File: src/rtl/number_decoder.sv
// Multi-cycle number-format decoder: SM/C1/C2/BCD/XS3/2-of-5 to 8-bit magnitude + sign.
// Optional feature macro: DECODE_2OF5_EN enables the 2-of-5 (63210/74210) tables.
module number_decoder #(
    parameter int BCD_ITER = 8
) (
    input  logic        clk,
    input  logic        rst,
    input  logic        en,
    input  logic [2:0]  format_in,
    input  logic [11:0] code_in,
    input  logic        sign_in,
    output logic [7:0]  n_out,
    output logic        sign_out,
    output logic        valid,
    output logic        busy,
    output logic        err
);

    localparam logic [2:0] F_SM  = 3'b000;
    localparam logic [2:0] F_C1  = 3'b001;
    localparam logic [2:0] F_C2  = 3'b010;
    localparam logic [2:0] F_BCD = 3'b011;
    localparam logic [2:0] F_XS3 = 3'b100;
`ifdef DECODE_2OF5_EN
    localparam logic [2:0] F_63  = 3'b101;
    localparam logic [2:0] F_74  = 3'b110;
`endif

    localparam int CW = $clog2(BCD_ITER + 1);

    typedef enum logic [1:0] {
        IDLE,
        CALC,
        SHIFT,
        DONE
    } state_t;

    state_t        state;
    logic [2:0]    fmt_q;
    logic [7:0]    code_q;
    logic          sgn_q;
    logic [19:0]   sh_q;
    logic [CW-1:0] cnt_q;

    logic          accept;
    logic          bcd_ok;
    logic          xs3_ok;
    logic          use_shift;
    logic [11:0]   load_bcd;
    logic [19:0]   sh_nx;
    logic [7:0]    calc_n;
    logic          calc_s;
    logic          calc_e;

`ifdef DECODE_2OF5_EN
    // 63210 weighted 2-of-5 table; bit 4 flags a valid pattern
    function automatic logic [4:0] dec_63210(input logic [4:0] c);
        logic [4:0] r;
        unique case (c)
            5'b01100: r = 5'h10;
            5'b11000: r = 5'h11;
            5'b10100: r = 5'h12;
            5'b10010: r = 5'h13;
            5'b01010: r = 5'h14;
            5'b00110: r = 5'h15;
            5'b10001: r = 5'h16;
            5'b01001: r = 5'h17;
            5'b00101: r = 5'h18;
            5'b00011: r = 5'h19;
            default:  r = 5'h00;
        endcase
        return r;
    endfunction

    // 74210 weighted 2-of-5 table; bit 4 flags a valid pattern
    function automatic logic [4:0] dec_74210(input logic [4:0] c);
        logic [4:0] r;
        unique case (c)
            5'b11000: r = 5'h10;
            5'b00011: r = 5'h11;
            5'b00101: r = 5'h12;
            5'b00110: r = 5'h13;
            5'b01001: r = 5'h14;
            5'b01010: r = 5'h15;
            5'b01100: r = 5'h16;
            5'b10001: r = 5'h17;
            5'b10010: r = 5'h18;
            5'b10100: r = 5'h19;
            default:  r = 5'h00;
        endcase
        return r;
    endfunction

    logic [4:0] d63;
    logic [4:0] d74;
`endif

    assign accept = en && (state == IDLE || state == DONE);

    // Digit screening and load value for the reverse double-dabble
    always_comb begin
        bcd_ok   = 1'b1;
        xs3_ok   = 1'b1;
        load_bcd = code_in;
        for (int d = 0; d < 3; d++) begin
            if (code_in[4*d +: 4] > 4'd9)
                bcd_ok = 1'b0;
            if (code_in[4*d +: 4] < 4'd3 || code_in[4*d +: 4] > 4'd12)
                xs3_ok = 1'b0;
        end
        if (format_in == F_XS3) begin
            for (int d = 0; d < 3; d++)
                load_bcd[4*d +: 4] = code_in[4*d +: 4] - 4'd3;
        end
        use_shift = (format_in == F_BCD && bcd_ok) ||
                    (format_in == F_XS3 && xs3_ok);
    end

    // One reverse double-dabble step: shift right, then fix digits >= 8
    always_comb begin
        sh_nx = sh_q >> 1;
        for (int d = 0; d < 3; d++) begin
            if (sh_nx[8 + 4*d +: 4] >= 4'd8)
                sh_nx[8 + 4*d +: 4] = sh_nx[8 + 4*d +: 4] - 4'd3;
        end
    end

`ifdef DECODE_2OF5_EN
    assign d63 = dec_63210(code_q[4:0]);
    assign d74 = dec_74210(code_q[4:0]);
`endif

    // Single-cycle formats and early-error results, from latched inputs
    always_comb begin
        calc_n = 8'd0;
        calc_s = 1'b0;
        calc_e = 1'b0;
        unique case (fmt_q)
            F_SM: begin
                calc_s = code_q[7];
                calc_n = {1'b0, code_q[6:0]};
            end
            F_C1: begin
                calc_s = code_q[7];
                calc_n = code_q[7] ? ~code_q : code_q;
            end
            F_C2: begin
                calc_s = code_q[7];
                calc_n = code_q[7] ? (~code_q + 8'd1) : code_q;
            end
            F_BCD, F_XS3: begin
                // Only reached here when a digit was out of range
                calc_s = sgn_q;
                calc_e = 1'b1;
            end
`ifdef DECODE_2OF5_EN
            F_63: begin
                calc_s = sgn_q;
                calc_e = ~d63[4];
                calc_n = {4'd0, d63[3:0]};
            end
            F_74: begin
                calc_s = sgn_q;
                calc_e = ~d74[4];
                calc_n = {4'd0, d74[3:0]};
            end
`endif
            default: begin
                calc_e = 1'b1;
            end
        endcase
    end

    // Control FSM with registered result, strobe and busy outputs
    always_ff @(posedge clk or posedge rst) begin
        if (rst) begin
            state    <= IDLE;
            fmt_q    <= 3'd0;
            code_q   <= 8'd0;
            sgn_q    <= 1'b0;
            sh_q     <= 20'd0;
            cnt_q    <= '0;
            n_out    <= 8'd0;
            sign_out <= 1'b0;
            valid    <= 1'b0;
            busy     <= 1'b0;
            err      <= 1'b0;
        end else begin
            valid <= 1'b0;
            unique case (state)
                IDLE, DONE: begin
                    if (accept) begin
                        fmt_q  <= format_in;
                        code_q <= code_in[7:0];
                        sgn_q  <= sign_in;
                        sh_q   <= {load_bcd, 8'd0};
                        cnt_q  <= '0;
                        busy   <= 1'b1;
                        state  <= use_shift ? SHIFT : CALC;
                    end else begin
                        busy  <= 1'b0;
                        state <= IDLE;
                    end
                end
                CALC: begin
                    n_out    <= calc_n;
                    sign_out <= calc_s;
                    err      <= calc_e;
                    valid    <= 1'b1;
                    busy     <= 1'b0;
                    state    <= DONE;
                end
                SHIFT: begin
                    if (cnt_q == CW'(BCD_ITER)) begin
                        // Residual BCD means the value exceeded 255
                        n_out    <= sh_q[7:0];
                        sign_out <= sgn_q;
                        err      <= |sh_q[19:8];
                        valid    <= 1'b1;
                        busy     <= 1'b0;
                        state    <= DONE;
                    end else begin
                        sh_q  <= sh_nx;
                        cnt_q <= cnt_q + 1'b1;
                    end
                end
                default: begin
                    state <= IDLE;
                end
            endcase
        end
    end

endmodule

File: config.mk
export PLATFORM = sky130hd
export DESIGN_NAME = number_decoder
export DESIGN_NICKNAME = d
export VERILOG_FILES = /design/src/rtl/number_decoder.sv
export SDC_FILE = /design/constraint.sdc
export NUM_CORES = 1
export LEC_CHECK = 0
export ABC_AREA = 1
export CAP_MARGIN = 20
export CORE_ASPECT_RATIO = 0.9
export CORE_MARGIN = 4
export CORE_UTILIZATION = 35
export CTS_BUF_LIST = sky130_fd_sc_hd__clkbuf_8
export CTS_CLUSTER_DIAMETER = 200
export DETAILED_ROUTE_END_ITERATION = 16
export GPL_TIMING_DRIVEN = 0
export PLACE_DENSITY = 0.55
export SLEW_MARGIN = 10
export SYNTH_ARGS = -nofsm -noshare
export SYNTH_HDL_FRONTEND = slang
export SYNTH_SLANG_ARGS = --single-unit
File: constraint.sdc
create_clock -name clk -period 2.2 [get_ports clk]
set_clock_uncertainty 0.15 [all_clocks]
set_input_delay 0.44 -clock clk [delete_from_list [all_inputs] [get_ports clk]]
set_output_delay 0.44 -clock clk [all_outputs]
set_load 0.01 [all_outputs]
* Yosys cells after proc, flatten, opt, wreduce, memory -nomap -nowiden
Index checks and enable logic that the tools add are counted.
** Storage, ports and cells
- Logic and storage cells :: 100
- Output and inout bits :: 12
- Flip-flop bits (word level) :: 50
- Bits of input ports :: 19
** Operators by class
- Reductions and logical operators :: 19
- Magnitude comparators :: 12
- Add/sub/neg operators :: 8
- Multiplexer cells :: 36
- Equality and inequality tests :: 13
- Bitwise gates (word level) :: 1
** Operator list (number)
- two-way mux 20 bit :: 2
- case mux 20 bit (2 select lines) :: 1
- > comparator 4 bit, second input constant :: 6
- two-way mux 8 bit :: 3
- case mux 8 bit (3 select lines) :: 1
- two-way mux 4 bit :: 5
- subtractor 4 x 2 -> 4 bit, second input constant :: 5
- case mux 8 bit (2 select lines) :: 1
- < comparator 4 x 2 -> 1 bit, second input constant :: 3
- two-way mux 1 bit :: 12
- two-way mux 12 bit :: 1
- OR reduction 12 bit :: 1
- == test 3 x 2 -> 1 bit, second input constant :: 3
- adder 8 x 1 -> 8 bit, second input constant :: 1
- >= comparator 4 bit, second input constant :: 2
- NOT 8 bit :: 1
- case mux 1 bit (2 select lines) :: 4
- case mux 4 bit (2 select lines) :: 1
- == test 3 bit, second input constant :: 2
- two-way mux 2 bit :: 3
- inequality test 2 bit, second input constant :: 3
- case mux 2 bit (3 select lines) :: 1
- logical OR 1 bit :: 5
- adder 4 x 1 -> 4 bit, second input constant :: 1
- other kinds (15) :: 21

* Depth between registers and ports, before layout
Gate-level depths: netlist of run 1.
- Depth in word-level cells :: 10
- Gate-level depth with buffers :: 10
- Mapped depth without buffers :: 10

* Worst setup path after synthesis of run 1
No wires, ideal clock.
- Kind :: register -> register
- Start point :: register state[0]
- End point :: register sh_q[0]
- Clock period less this slack :: 1699 ps
- Arrival :: 1418 ps
- Required time :: 1919 ps
- Setup time :: 131 ps
- Buffers on the path :: 1
- Stages on the path, launching flop included :: 8
- Path slack :: 501 ps
- Cells stage by stage :: dfrtp_1 inv_1 ha_1 nand2_2 o21ai_2 nand2_2 clkbuf_1 o21ai_0
** Between the ends
- Cells in the longest elaborated chain, start to end :: 5
- Elaborated cells on any way between the ends :: 11
- Classes of those cells :: 4 x eq/ne; 1 x mux; 6 x reduce/logical
** RTL lines
- start: declaration :: line 38 : state_t state;
- start signal: assignment :: line 199 : state <= use_shift ? SHIFT : CALC;
- == test 2 bit / zero test 2 bit (equally long branches) :: line 98, 190
- logical OR 1 bit :: line 98 : assign accept = en && (state == IDLE || state == DONE);
- logical AND 1 bit :: line 98
- inequality test 2 bit (no source line)
- AND reduction 3 bit (no source line)
- end signal: assignment :: line 196 : sh_q <= {load_bcd, 8'd0};
- end signal: assignment :: line 223 : sh_q <= sh_nx;
- end: declaration :: line 42 : logic [19:0] sh_q;
Several ways; a longest one is shown, not always the timed one.
A chain may end at the register's enable or synchronous reset.

* Worst setup path after layout of run 1
- Start point :: register state[0]
- End point :: register sh_q[4]
Same word-level chain as after synthesis.

==> results of run 1 <==
## path summary, 6_finish.rpt
path	depth (start not counted)	end	slack, ps	from
worst min-delay path	2	valid$_DFF_PP0_	320	rst
worst max register to register	7	sh_q[4]$_DFFE_PP0P_	160	state[0]$_DFFE_PP0P_
worst min register to register	2	err$_DFFE_PP0P_	340	err$_DFFE_PP0P_
worst max-delay path	7	sh_q[4]$_DFFE_PP0P_	160	state[0]$_DFFE_PP0P_
max in group asynchronous	3	sgn_q$_DFFE_PP0P_	1060	rst
min in group clk	2	err$_DFFE_PP0P_	340	err$_DFFE_PP0P_
## where the power goes
part / switching, mW / leakage (nW) / internal (mW)
Combinational: 1.50 / 1.08 / 0.912
Sequential: 0.320 / 0.620 / 1.30
Clock: 0.316 / 0.0414 / 0.215
Total: 2.14 / 1.74 / 2.43
## area by class of cell
class                           count  area share, %
Sequential cell                    50          34.18
Inverter                           54          5.537
Clock inverter                      2         0.3076
Multi-Input combinational cell    300          43.54
Buffer                             13          1.743
Tap cell                          119          4.067
Timing Repair Buffer               31          8.749
Clock buffer                        5          1.880
## Yosys cell counts (2+ instances only)
cell type and count:
sky130_fd_sc_hd__o21ai_1 2, sky130_fd_sc_hd__a21oi_1 29, sky130_fd_sc_hd__ha_1 21, sky130_fd_sc_hd__nand2_1 83, sky130_fd_sc_hd__nand2_2 2, sky130_fd_sc_hd__a22oi_1 3, sky130_fd_sc_hd__inv_1 51, sky130_fd_sc_hd__o311ai_0 2
sky130_fd_sc_hd__buf_2 5, sky130_fd_sc_hd__nor4_1 2, sky130_fd_sc_hd__nor2_1 47, sky130_fd_sc_hd__dfrtp_1 50, sky130_fd_sc_hd__nand4_1 5, sky130_fd_sc_hd__a31oi_1 7, sky130_fd_sc_hd__nor3_1 3, sky130_fd_sc_hd__xor2_1 2
sky130_fd_sc_hd__inv_2 3, sky130_fd_sc_hd__o21ai_0 47, sky130_fd_sc_hd__o211ai_1 5, sky130_fd_sc_hd__clkbuf_1 6, sky130_fd_sc_hd__nand3_1 33
## critical path: stages, from the launching register on
cell                       delay [ps]
sky130_fd_sc_hd__dfrtp_1          390
sky130_fd_sc_hd__inv_1             50
sky130_fd_sc_hd__ha_1             380
sky130_fd_sc_hd__nand2_4          170
sky130_fd_sc_hd__o21ai_2          100
sky130_fd_sc_hd__nand2_2          190
sky130_fd_sc_hd__clkbuf_1         330
sky130_fd_sc_hd__o21ai_0          150
## per-layer routing
metal	up-vias	global-route usage (%)
met5	-	0
met4	0	3.540
met3	4	2.724
met2	46	24.92
met1	1367	23.33
li1	1454	-
## registers in the layout, summed over array words and instances (netlist names)
signal    flops
busy          1
cnt_q         4
code_q        8
err           1
fmt_q         3
n_out         8
sgn_q         1
sh_q         20
sign_out      1
state         2
valid         1
## kinds of logic (layout without fill, tap and decap cells)
group / after synthesis / in the layout / share of synthesized area [%]
muxes: 1 / 1 / 0.3630
AOI/OAI and AO/OA: 97 / 97 / 16.98
buffers and inverters: 67 / 105 / 8.551
and+or+nand+nor: 179 / 179 / 24.73
xor gates and xnor gates: 2 / 2 / 0.5648
adders and majority gates: 21 / 21 / 8.471
DFF: 50 / 50 / 40.34
==> reports/results.txt, run 1 <==
The run finished with clean final reports. Clock latency on the worst-skew pair, taken at its later pin, is 300 ps. After layout, the worst path uses 92.95% of the clock period.

The number of global-route vias before repair came out at 2713. Cells fill 42.53% of the core in the end. After clock tree synthesis, the setup repair step added 0 buffers. Along the worst path, the maximum fanout reaches 10.

The post-detailed-route DRC marker count came out at 0. The worst hold path belongs to the class in2async. The H-tree was split into 2 levels. Dominant cell type by area after synthesis: sky130_fd_sc_hd__dfrtp_1. In the post-synthesis netlist, the biggest area contributors are sky130_fd_sc_hd__dfrtp_1 40%, sky130_fd_sc_hd__nand2_1 10%, sky130_fd_sc_hd__ha_1 8.5%, sky130_fd_sc_hd__o21ai_0 7.6%, sky130_fd_sc_hd__inv_1 6.2%. The multi-input combinational cells in the finished layout cover a total of 1594 µm².

After detailed routing, the wire length on met1 is 4197 µm. The number of warnings issued by yosys is 0. For the finished layout, the period the worst path requires is 2045 ps. Setup repair after global routing left no endpoint under its margin.

Final standard cell count with taps included and fillers excluded: 574. Once placement finished, the instance area stood at 3571 µm². The worst-case IR drop observed on VDD is 0.3575 mV. The post-place setup slack is -88.75 ps. The run gives 0 as the antenna violation net count after detailed routing.

The run gives 567 as the total instance count after detailed placement. The most common cell after layout, fill and taps aside was sky130_fd_sc_hd__nand2_1. Entering global routing, the biggest net connects 32 pins. Predominant post-synthesis flop cell: sky130_fd_sc_hd__dfrtp_1.

Data on the critical path is required at its endpoint by 2220 ps. The effective utilization at floorplan came out at 36.03%. The top metal layer carrying routed signals is met4.

Type of destination of the critical path: a flop. The number of antenna violations at the first check in global routing came out at 0. The post-synth design cell area is 3102 µm², and the share of cells above drive strength 1 is 5.714%. The run gives 1 as the number of cells upsized or downsized after cts.

In the layout the commonest cells are 83 x sky130_fd_sc_hd__nand2_1, 51 x sky130_fd_sc_hd__inv_1, 50 x sky130_fd_sc_hd__dfrtp_1. In the detailed route, the total length drawn on met3 is 330 µm. The worst-margin pin slew is 575.4 ps, and the remaining global-route overflow is 0. The wire-length estimate of the detail-placed layout is 6189 µm. Clock tree synthesis inserted a total of 5 buffers. The height of the chip was 97.31 µm; the number of buffers added on ports was 30. The total of endpoints with negative setup slack in the final report is 0, and the die width is 107.2 µm. The synthesis-to-finish area growth came out at 18.03%.

The ratio of total power to cell area works out to 1247 nW/µm². The die covers 10430 µm². The detailed router finished its first iteration with 177 violations. For the number of cells produced by synthesis, the log shows 417.

In the final layout, flip-flops and latches occupy 1251 µm². The tools report the headroom to the max-slew limit as 61.64%. The area share of the leading cell type in the synthesized netlist is 40.34%. TritonCTS built the clock tree. The total area inside the core boundary comes to 8608 µm². Static timing analysis puts the maximum clock frequency at 489.0 MHz. The number of placed I/O pins came out at 31. Summed over all failing endpoints, the final setup total negative slack is 0 ps.

The logs give 0 for the number of hold buffers added after cts and 50 for the total clock sinks. The kind of start point of the critical path was a flop. The mean cell area of the mapped netlist was 7.438 µm². At the worst endpoint, the arrival time is 2070 ps. The proportion of register bits with asynchronous set or reset after synthesis is 100.0%, and the placer congestion estimate is 0.8805. Worst hold margin: 321.2 ps. The critical path is of the reg2reg type. The clock passes through at most 2 buffers. The met2 wire length was 3574 µm; the number of synthesized flops with an enable pin was 0.

For this run, the total global-route usage over all layers was measured as 16.05%. After clock tree synthesis, the clock-pin slew on the worst setup and hold paths is 90 ps. Counting every net in the synthesized netlist gives 457.

Summed over all layers, the routed wires come to 8154 µm. Synthesis instantiated 30 different standard cells from the library. The final worst slack came out at 155.0 ps. The tools report the clock tree root buffer cell as sky130_fd_sc_hd__clkbuf_8.

The first global-routing pass estimated 13500 µm of wire. The count of fill cells added during filler insertion is 895. Synthesis inferred 50 register bits.

In the final design database the tool counted 495 nets. The summed area of non-filler cells in the final layout is 3661 µm², and the row count is 32. The detail-routed via count per cell works out to 5.002. Across the run, the number of max-cap violations was 0. The count of final hold-check violations is 0, and the leakage power summed over all cells is 1.743 nW. The share of the Yosys chip area taken by registers is 40.34%.

The number of antenna diodes in the final layout is 0. The total power draw was 4.565 mW; the total iterations of the first detailed-routing run was 5. After detailed routing, the average wire length per cell comes to 14.21 µm. The run gives 2871 as the overall via count from detail_route. The tools report the final max-slew violation count as 0.
Power figures use the tool's default switching activity.
==> inputs of run 2 (changes only) <==
CAP_MARGIN = default   (was 20)
CORE_ASPECT_RATIO = 1.1   (was 0.9)
==> run 2 against run 1 <==
  * Sequential cell count stayed put
  * Critical endpoint is now sh_q[17]$_DFFE_PP0P_
  * Die area about the same
  * Critical path depth is 1 higher
  * Highest routed layer unchanged
==> reports/results.txt, run 2 (synthesis results as in run 1) <==
The run finished with clean final reports. The run gives 0 (unchanged) as the number of antenna diodes. The logs give 1.746 nW (+0.14%) for the leakage power summed over all cells and 20.23% (-3.1 points) for the met1 layer usage reported by global route.

After global routing, the most crowded layer is met2. The flip-flop count of the largest register after layout was 20 (unchanged). The final core utilization was 43.12% (+0.59 points); the worst hold margin was 271.2 ps (-49.96 ps). The total clock sinks came out at 50 (unchanged). The average wire per cell in the routed design was 13.75 µm (-3.2%); the synthesis-to-finish area growth was 18.11% (about the same). For the total instance count after detailed placement, the log shows 559 (-1.4%).

The height of the chip was 106.7 µm (+9.7%). The final standard cell count with taps included and fillers excluded was 567 (-1.2%); the met3 track utilization from global routing was 2.407% (-0.32 points). The worst-margin pin slew came out at 511.7 ps (-63.70 ps). The kind of start point of the critical path is a flop. The tools report the first-pass GRT wire length as 13060 µm (-3.3%). For the required time of the worst setup path, the log shows 2250 ps (+30 ps). The logs give 0 (unchanged) for the post-detailed-route DRC marker count and 900 (+0.56%) for the count of fill cells added during filler insertion.

CTS placed an instance of sky130_fd_sc_hd__clkbuf_8 at the clock tree root. The worst-case clock buffer depth was 2 (unchanged); the max-capacitance violation count was 0 (unchanged). The run gives 1 (unchanged) as the number of cells upsized or downsized after cts.

For the headroom to the max-slew limit, the log shows 65.88% (+4.2 points). The tools report the clock insertion delay at the later pin of the skew report as 310 ps (about the same). STA classifies the critical path endpoint as a flop. The cell with the most instances on the worst path is sky130_fd_sc_hd__a21oi_1. For the remaining global-route overflow, the log shows 0 (unchanged).

Most common cell after layout, fill and taps aside: sky130_fd_sc_hd__nand2_1. The die width is 97.76 µm (-8.8%). For the number of global-route vias before repair, the log shows 2691 (-0.81%). The tools report the total of endpoints with negative setup slack in the final report as 0 (unchanged). TritonCTS built the clock tree.

The tools report the summed negative setup slack over all endpoints as 0 ps (unchanged). By startpoint and endpoint, the worst setup path is classified as reg2reg. The register clock-pin slew on the reported worst setup and hold paths came out at 110 ps (+20 ps). In the final layout, the registers with the most flip-flops are sh_q (20), code_q (8), n_out (8). Register containing the most flip-flops in the final layout: sh_q. The number of buffers added on ports is 30 (unchanged), and the count of buffers added by post-CTS timing repair for setup is 0 (unchanged). For the maximum number of pins on one net before global-route repair, the log shows 35 (+9.4%).

The number of buffers created by CTS is 5 (unchanged), and the final max-slew violation count is 0 (unchanged). The total detailed-routing wirelength was 7799 µm (-4.4%); the antenna violation net count after detailed routing was 0 (unchanged). Critical path's slowest cell: sky130_fd_sc_hd__dfrtp_1. The total iterations of the first detailed-routing run was 4 (-1); the final critical-path share of the clock period was 92.21% (-0.75 points).

The share of cells above drive strength 1 works out to 6.140% (+0.43 points). The maximum VDD drop came out at 0.3830 mV (+7.1%). The detail-routed via count per cell came out at 4.915 (-1.7%). The run gives 15.50% (-0.54 points) as the overall fraction of global-route tracks in use.

The largest incremental delay on the critical path is 390 ps (about the same), and the placer congestion estimate is 0.8643 (-1.8%). The met2 usage is 26.84% (+1.9 points), and the fmax is 493.0 MHz (+0.81%). The worst endpoint data arrival time came out at 2080 ps (about the same). The ratio of total power to cell area was 1244 nW/µm² (-0.25%). The layout net count was 495 (unchanged); the total die area was 10430 µm² (about the same). The number of hold buffers added after cts came out at 0 (unchanged).

The number of placed I/O pins is 31 (unchanged). The signal on the critical path passes through inv_1, ha_1, nand2_4, o21ai_2, nand2_2, buf_2, a21oi_1, a21oi_1. HPWL after detailed placement: 6047 µm (-2.3%).

Number of design-rule violations left by the first detailed-router iteration: 138 (-22%). The number of H-tree levels came out at 2 (unchanged). The largest driver fanout on the critical path is 10 (unchanged), and the row count is 35 (+9.4%).

Leaving out fill and tap cells, the most frequent cells in the layout are 83 x sky130_fd_sc_hd__nand2_1, 50 x sky130_fd_sc_hd__inv_1, 50 x sky130_fd_sc_hd__dfrtp_1. Effective utilization at floorplan: 36.51% (+0.48 points). The overall via count from detail_route was 2787 (-2.9%); the clock period minus worst slack was 2029 ps (-16.45 ps). Setup repair after global routing left no endpoint under its margin.

The logs give 8496 µm² (-1.3%) for the area of the core and 0 (unchanged) for the number of antenna violations at the first check in global routing. The worst hold path belongs to the class in2async. For the count of final hold-check violations, the log shows 0 (unchanged).
run 2: changes by cell type in the layout (fill, tap and decap cells not counted):
| cell | delta |
|---|---|
| sky130_fd_sc_hd__clkbuf_1 | -1 |
| sky130_fd_sc_hd__inv_6 | +1 |
| sky130_fd_sc_hd__clkinvlp_4 | +1 |
| sky130_fd_sc_hd__clkbuf_4 | +1 |
| sky130_fd_sc_hd__clkbuf_2 | +1 |
| sky130_fd_sc_hd__inv_1 | -1 |
| sky130_fd_sc_hd__buf_2 | -1 |
| sky130_fd_sc_hd__a21oi_2 | -1 |
| sky130_fd_sc_hd__a21oi_1 | +1 |
run 2: worst max-delay path: cells and delay by family, from the launching register on:
family	cells	cell delay, ps
DFF	1	390
buffers and inverters	2	280
AOI/OAI and AO/OA	3	430
and+or+nand+nor	2	290
adders and majority gates	1	380
run 2: power by group:
part	leakage (nW)	total, mW	switching [mW]	internal [mW]
registers	0.620	1.60	0.303	1.30
clock network	0.0408	0.576	0.347	0.228
logic	1.08	2.38	1.46	0.917
total	1.75	4.56	2.11	2.45
run 2: final cells by class:
type | instances | area [µm²] | share of cell area (%)
clock buffer | 5 | 68.82 | 1.878
timing repair buffer | 31 | 320.3 | 8.743
sequential | 50 | 1251 | 34.15
inverter | 54 | 202.7 | 5.533
clock inverter | 3 | 23.77 | 0.6489
buffer | 13 | 67.56 | 1.844
multi-input combinational | 300 | 1590 | 43.41
tap | 111 | 138.9 | 3.791
run 2: per-layer routing:
layer  vias to the layer above  wire, µm
li1                       1449         -
met1                      1289      3642
met2                        43      3797
met3                         6       268
met4                         0        91
met5                         -         0
run 2: through the flow:
stage          worst slack, ps  cell area (µm²)  power [mW]
2_1_floorplan            408.8             3102       3.213
3_3_place_gp            -681.6             3541       3.971
3_5_place_dp            -53.04             3561       4.007
4_1_cts                  113.0             3655       4.579
5_1_grt                  7.949             3664       5.009
6_report                 171.5             3664       4.557
run 2: final timing paths:
check | endpoint | start | slack, ps | cells after the start
max in group asynchronous | code_q[0]$_DFFE_PP0P_ | rst | 1100 | 3
setup reg to reg | sh_q[17]$_DFFE_PP0P_ | state[0]$_DFFE_PP0P_ | 170 | 8
setup / recovery | sh_q[17]$_DFFE_PP0P_ | state[0]$_DFFE_PP0P_ | 170 | 8
hold reg to reg | err$_DFFE_PP0P_ | err$_DFFE_PP0P_ | 340 | 2
min in group clk | err$_DFFE_PP0P_ | err$_DFFE_PP0P_ | 340 | 2
hold / removal | valid$_DFF_PP0_ | rst | 270 | 2
==> inputs of run 3 (changes only) <==
MAX_ROUTING_LAYER = met4   (was default)
==> run 3 against run 2 <==
  * Count of clock-buffer cells in the layout unchanged
  * Sequential power about the same
  * Maximum frequency increased by 0.54%
  * Utilization is the same
  * Worst setup slack gained 11 ps
  * Register-to-register slack hardly changed
  * Die area unchanged
  * Routed wire length shrank 0.36%
  * Sequential share of layout area unchanged
==> reports/results.txt, run 3 (synthesis results as in run 1) <==
The run finished with clean final reports. The tools report the worst setup path endpoint as sh_q[17]$_DFFE_PP0P_. The required time of the worst setup path came out at 2240 ps (about the same). Counting stages on the worst path, the most repeated cell is sky130_fd_sc_hd__a21oi_1.

The tools report the met1 layer usage reported by global route as 20.27% (+0.041 points). The placer congestion estimate is 0.8784 (+1.6%). met2 is the most crowded layer. For the HPWL after detailed placement, the log shows 6047 µm (unchanged).

The fmax is 495.6 MHz (+0.54%). The reg-to-reg endpoint is sh_q[17]$_DFFE_PP0P_. STA classifies the critical path startpoint as a flop.

The total iterations of the first detailed-routing run is 4 (unchanged), and the total power draw is 4.551 mW (-0.12%). The antenna violation net count after detailed routing is 0 (unchanged), and the buffers plus inverters on the worst setup path is 2 (unchanged). The run gives 182.4 ps (+10.89 ps) as the final worst slack.

The ratio of total power to cell area is 1242 nW/µm² (-0.12%), and the detail-routed via count per cell is 4.940 (+0.50%). The cell-internal power was 2.447 mW (about the same); the flip-flop count of the largest register after layout was 20 (unchanged). The maximum VDD drop was 0.3844 mV (+0.37%). The effective utilization at floorplan was 36.51% (unchanged). The largest driver fanout on the critical path was 10 (unchanged). The average wire per cell in the routed design is 13.71 µm (-0.36%). The library cell used most frequently in the layout, excluding fill and tap cells, is sky130_fd_sc_hd__nand2_1. TritonCTS built the clock tree.

The met2 usage came out at 26.79% (-0.049 points). Number of antenna violations at the first check in global routing: 0 (unchanged). In this run the worst hold path is classified as in2async.

The tools report the area of combinational cells with multiple inputs as 1590 µm² (unchanged). Number of antenna diodes: 0 (unchanged). The tools report the total die area as 10430 µm² (unchanged). The net switching power of the design was 2.104 mW (-0.26%).

The startpoint of the worst setup timing path is state[0]$_DFFE_PP0P_. The logs give 0 (unchanged) for the post-detailed-route DRC marker count and 5 (unchanged) for the number of buffers created by CTS. The synthesis-to-finish area growth came out at 18.11% (unchanged). The number of design-rule violations left by the first detailed-router iteration came out at 143 (+3.6%). The headroom to the max-slew limit was 64.47% (-1.4 points); the maximum number of pins on one net before global-route repair was 35 (unchanged).

The logs give 2.407% (unchanged) for the met3 track utilization from global routing and 0 (unchanged) for the total of endpoints with negative setup slack in the final report. The kind of critical path was reg2reg. The tools report the count of final hold-check violations as 0 (unchanged).

The number of cells on the critical path was 8 (unchanged). The number of global-route vias before repair was 2695 (+0.15%). The layout net count was 495 (unchanged); the worst hold margin was 273.3 ps (+2.058 ps). The register-to-register path setup slack is 180 ps (about the same). On the critical path the largest part of the delay comes from compound AO/OA/AOI/OAI gates. Traced cell by cell, the critical path runs through inv_1, ha_1, nand2_4, o21ai_2, nand2_2, buf_2, a21oi_1, a21oi_1. The largest registers in the layout are sh_q (20), code_q (8), n_out (8).

The combinational share of power is 52.2% (about the same), and the cell count of the worst reg-to-reg path is 8 (unchanged). On the critical path, the stage with the largest delay is an instance of sky130_fd_sc_hd__dfrtp_1. The worst-margin pin slew was 533.0 ps (+21.22 ps). The switching portion of total power is 46.23% (-0.063 points). Post-place setup slack: -53.04 ps (unchanged). The worst endpoint data arrival time is 2060 ps (-20 ps). For the total detailed-routing wirelength, the log shows 7771 µm (-0.36%). The overall fraction of global-route tracks in use is 15.93% (+0.43 points), and the share of cells above drive strength 1 is 6.140% (unchanged). The height of the chip was 106.7 µm (unchanged). The total instance count after detailed placement was 559 (unchanged); the final standard cell count with taps included and fillers excluded was 567 (unchanged). The register clock-pin slew on the reported worst setup and hold paths came out at 110 ps (about the same). The row count was 35 (unchanged). The tools report the clock insertion delay at the later pin of the skew report as 310 ps (about the same). The run gives 2 (unchanged) as the worst-case clock buffer depth.

The tools report the number of placed I/O pins as 31 (unchanged). For the final max-slew violation count, the log shows 0 (unchanged). Area of the core: 8496 µm² (unchanged). Clock tree synthesis selected as its root buffer the cell sky130_fd_sc_hd__clkbuf_8. The die width was 97.76 µm (unchanged). The count of fill cells added during filler insertion came out at 900 (unchanged).

In the layout the commonest cells are 83 x sky130_fd_sc_hd__nand2_1, 50 x sky130_fd_sc_hd__inv_1, 50 x sky130_fd_sc_hd__dfrtp_1. Clock period minus worst slack: 2018 ps (-10.89 ps). The tools report the remaining global-route overflow as 0 (unchanged). The largest incremental delay on the critical path is 390 ps (about the same). Ranked by flip-flop count, first place goes to sh_q. The logs give 12.5% (about the same) for the portion of total power attributed to the clock network and 50 (unchanged) for the total clock sinks. The run gives 1.746 nW (unchanged) as the leakage power summed over all cells. The worst register-to-register path begins at state[0]$_DFFE_PP0P_. The final critical-path share of the clock period works out to 91.71% (-0.50 points). The tools report the number of H-tree levels as 2 (unchanged). STA classifies the critical path endpoint as a flop.

Sequential group share of total power: 35.3% (about the same). Setup repair after global routing left no endpoint under its margin. The area occupied by registers was 1251 µm² (unchanged); the summed negative setup slack over all endpoints was 0 ps (unchanged). The max-capacitance violation count is 0 (unchanged), and the overall via count from detail_route is 2801 (+0.50%). First-pass GRT wire length: 13050 µm (-0.11%).

The number of buffers added on ports works out to 30 (unchanged).
==> run 3: cell counts in the layout (fill, tap and decap cells not counted) <==
No cell type changed its count.
==> run 3: routing by layer <==
layer  wire length, µm  up-vias  part of all wire, %
met1              3675     1301                   47
met3               216        7                  2.8
met2              3767       45                   48
met5                 0        -                    0
li1                  -     1448                    -
met4               112        0                  1.4
==> run 3: how the worst min path moves through the flow <==
stage / startpoint / endpoint / slack [ps] / cells after the start
floorplan: sh_q[0]$_DFFE_PP0P_ / sh_q[0]$_DFFE_PP0P_ / 300 / 2
global placement: err$_DFFE_PP0P_ / err$_DFFE_PP0P_ / 320 / 2
detailed placement: err$_DFFE_PP0P_ / err$_DFFE_PP0P_ / 320 / 2
CTS: rst / valid$_DFF_PP0_ / 290 / 2
global route: rst / valid$_DFF_PP0_ / 300 / 2
finish: rst / valid$_DFF_PP0_ / 270 / 2
==> run 3: layout make-up <==
class                           instances  share of cell area, %
Tap cell                              111                  3.791
Multi-Input combinational cell        300                  43.41
Buffer                                 13                  1.844
Clock inverter                          3                 0.6489
Clock buffer                            5                  1.878
Timing Repair Buffer                   31                  8.743
Inverter                               54                  5.533
Sequential cell                        50                  34.15
==> run 3: power groups by stage <==
stage / combinational [mW] / sequential, mW / clock [mW]
2_1_floorplan: 1.62 / 1.60 / 0
3_3_place_gp: 2.36 / 1.61 / 0
3_5_place_dp: 2.39 / 1.62 / 0
4_1_cts: 2.39 / 1.60 / 0.581
5_1_grt: 2.73 / 1.66 / 0.620
6_report: 2.38 / 1.61 / 0.569
==> run 3: what timing repair did <==
| item | in CTS | in global routing |
|---|---|---|
| setup endpoints to repair | 1 | 9 |
| gates resized for setup | 1 | 4 |
| setup buffers | 0 | 0 |
| hold buffers | 0 | 0 |
==> run 3: stage by stage <==
step	utilization [%]	instance area, µm²
6_report	43.12	3664
5_1_grt	43.12	3664
4_1_cts	43.02	3655
3_5_place_dp	41.91	3561
3_3_place_gp	41.68	3541
2_1_floorplan	-	3102
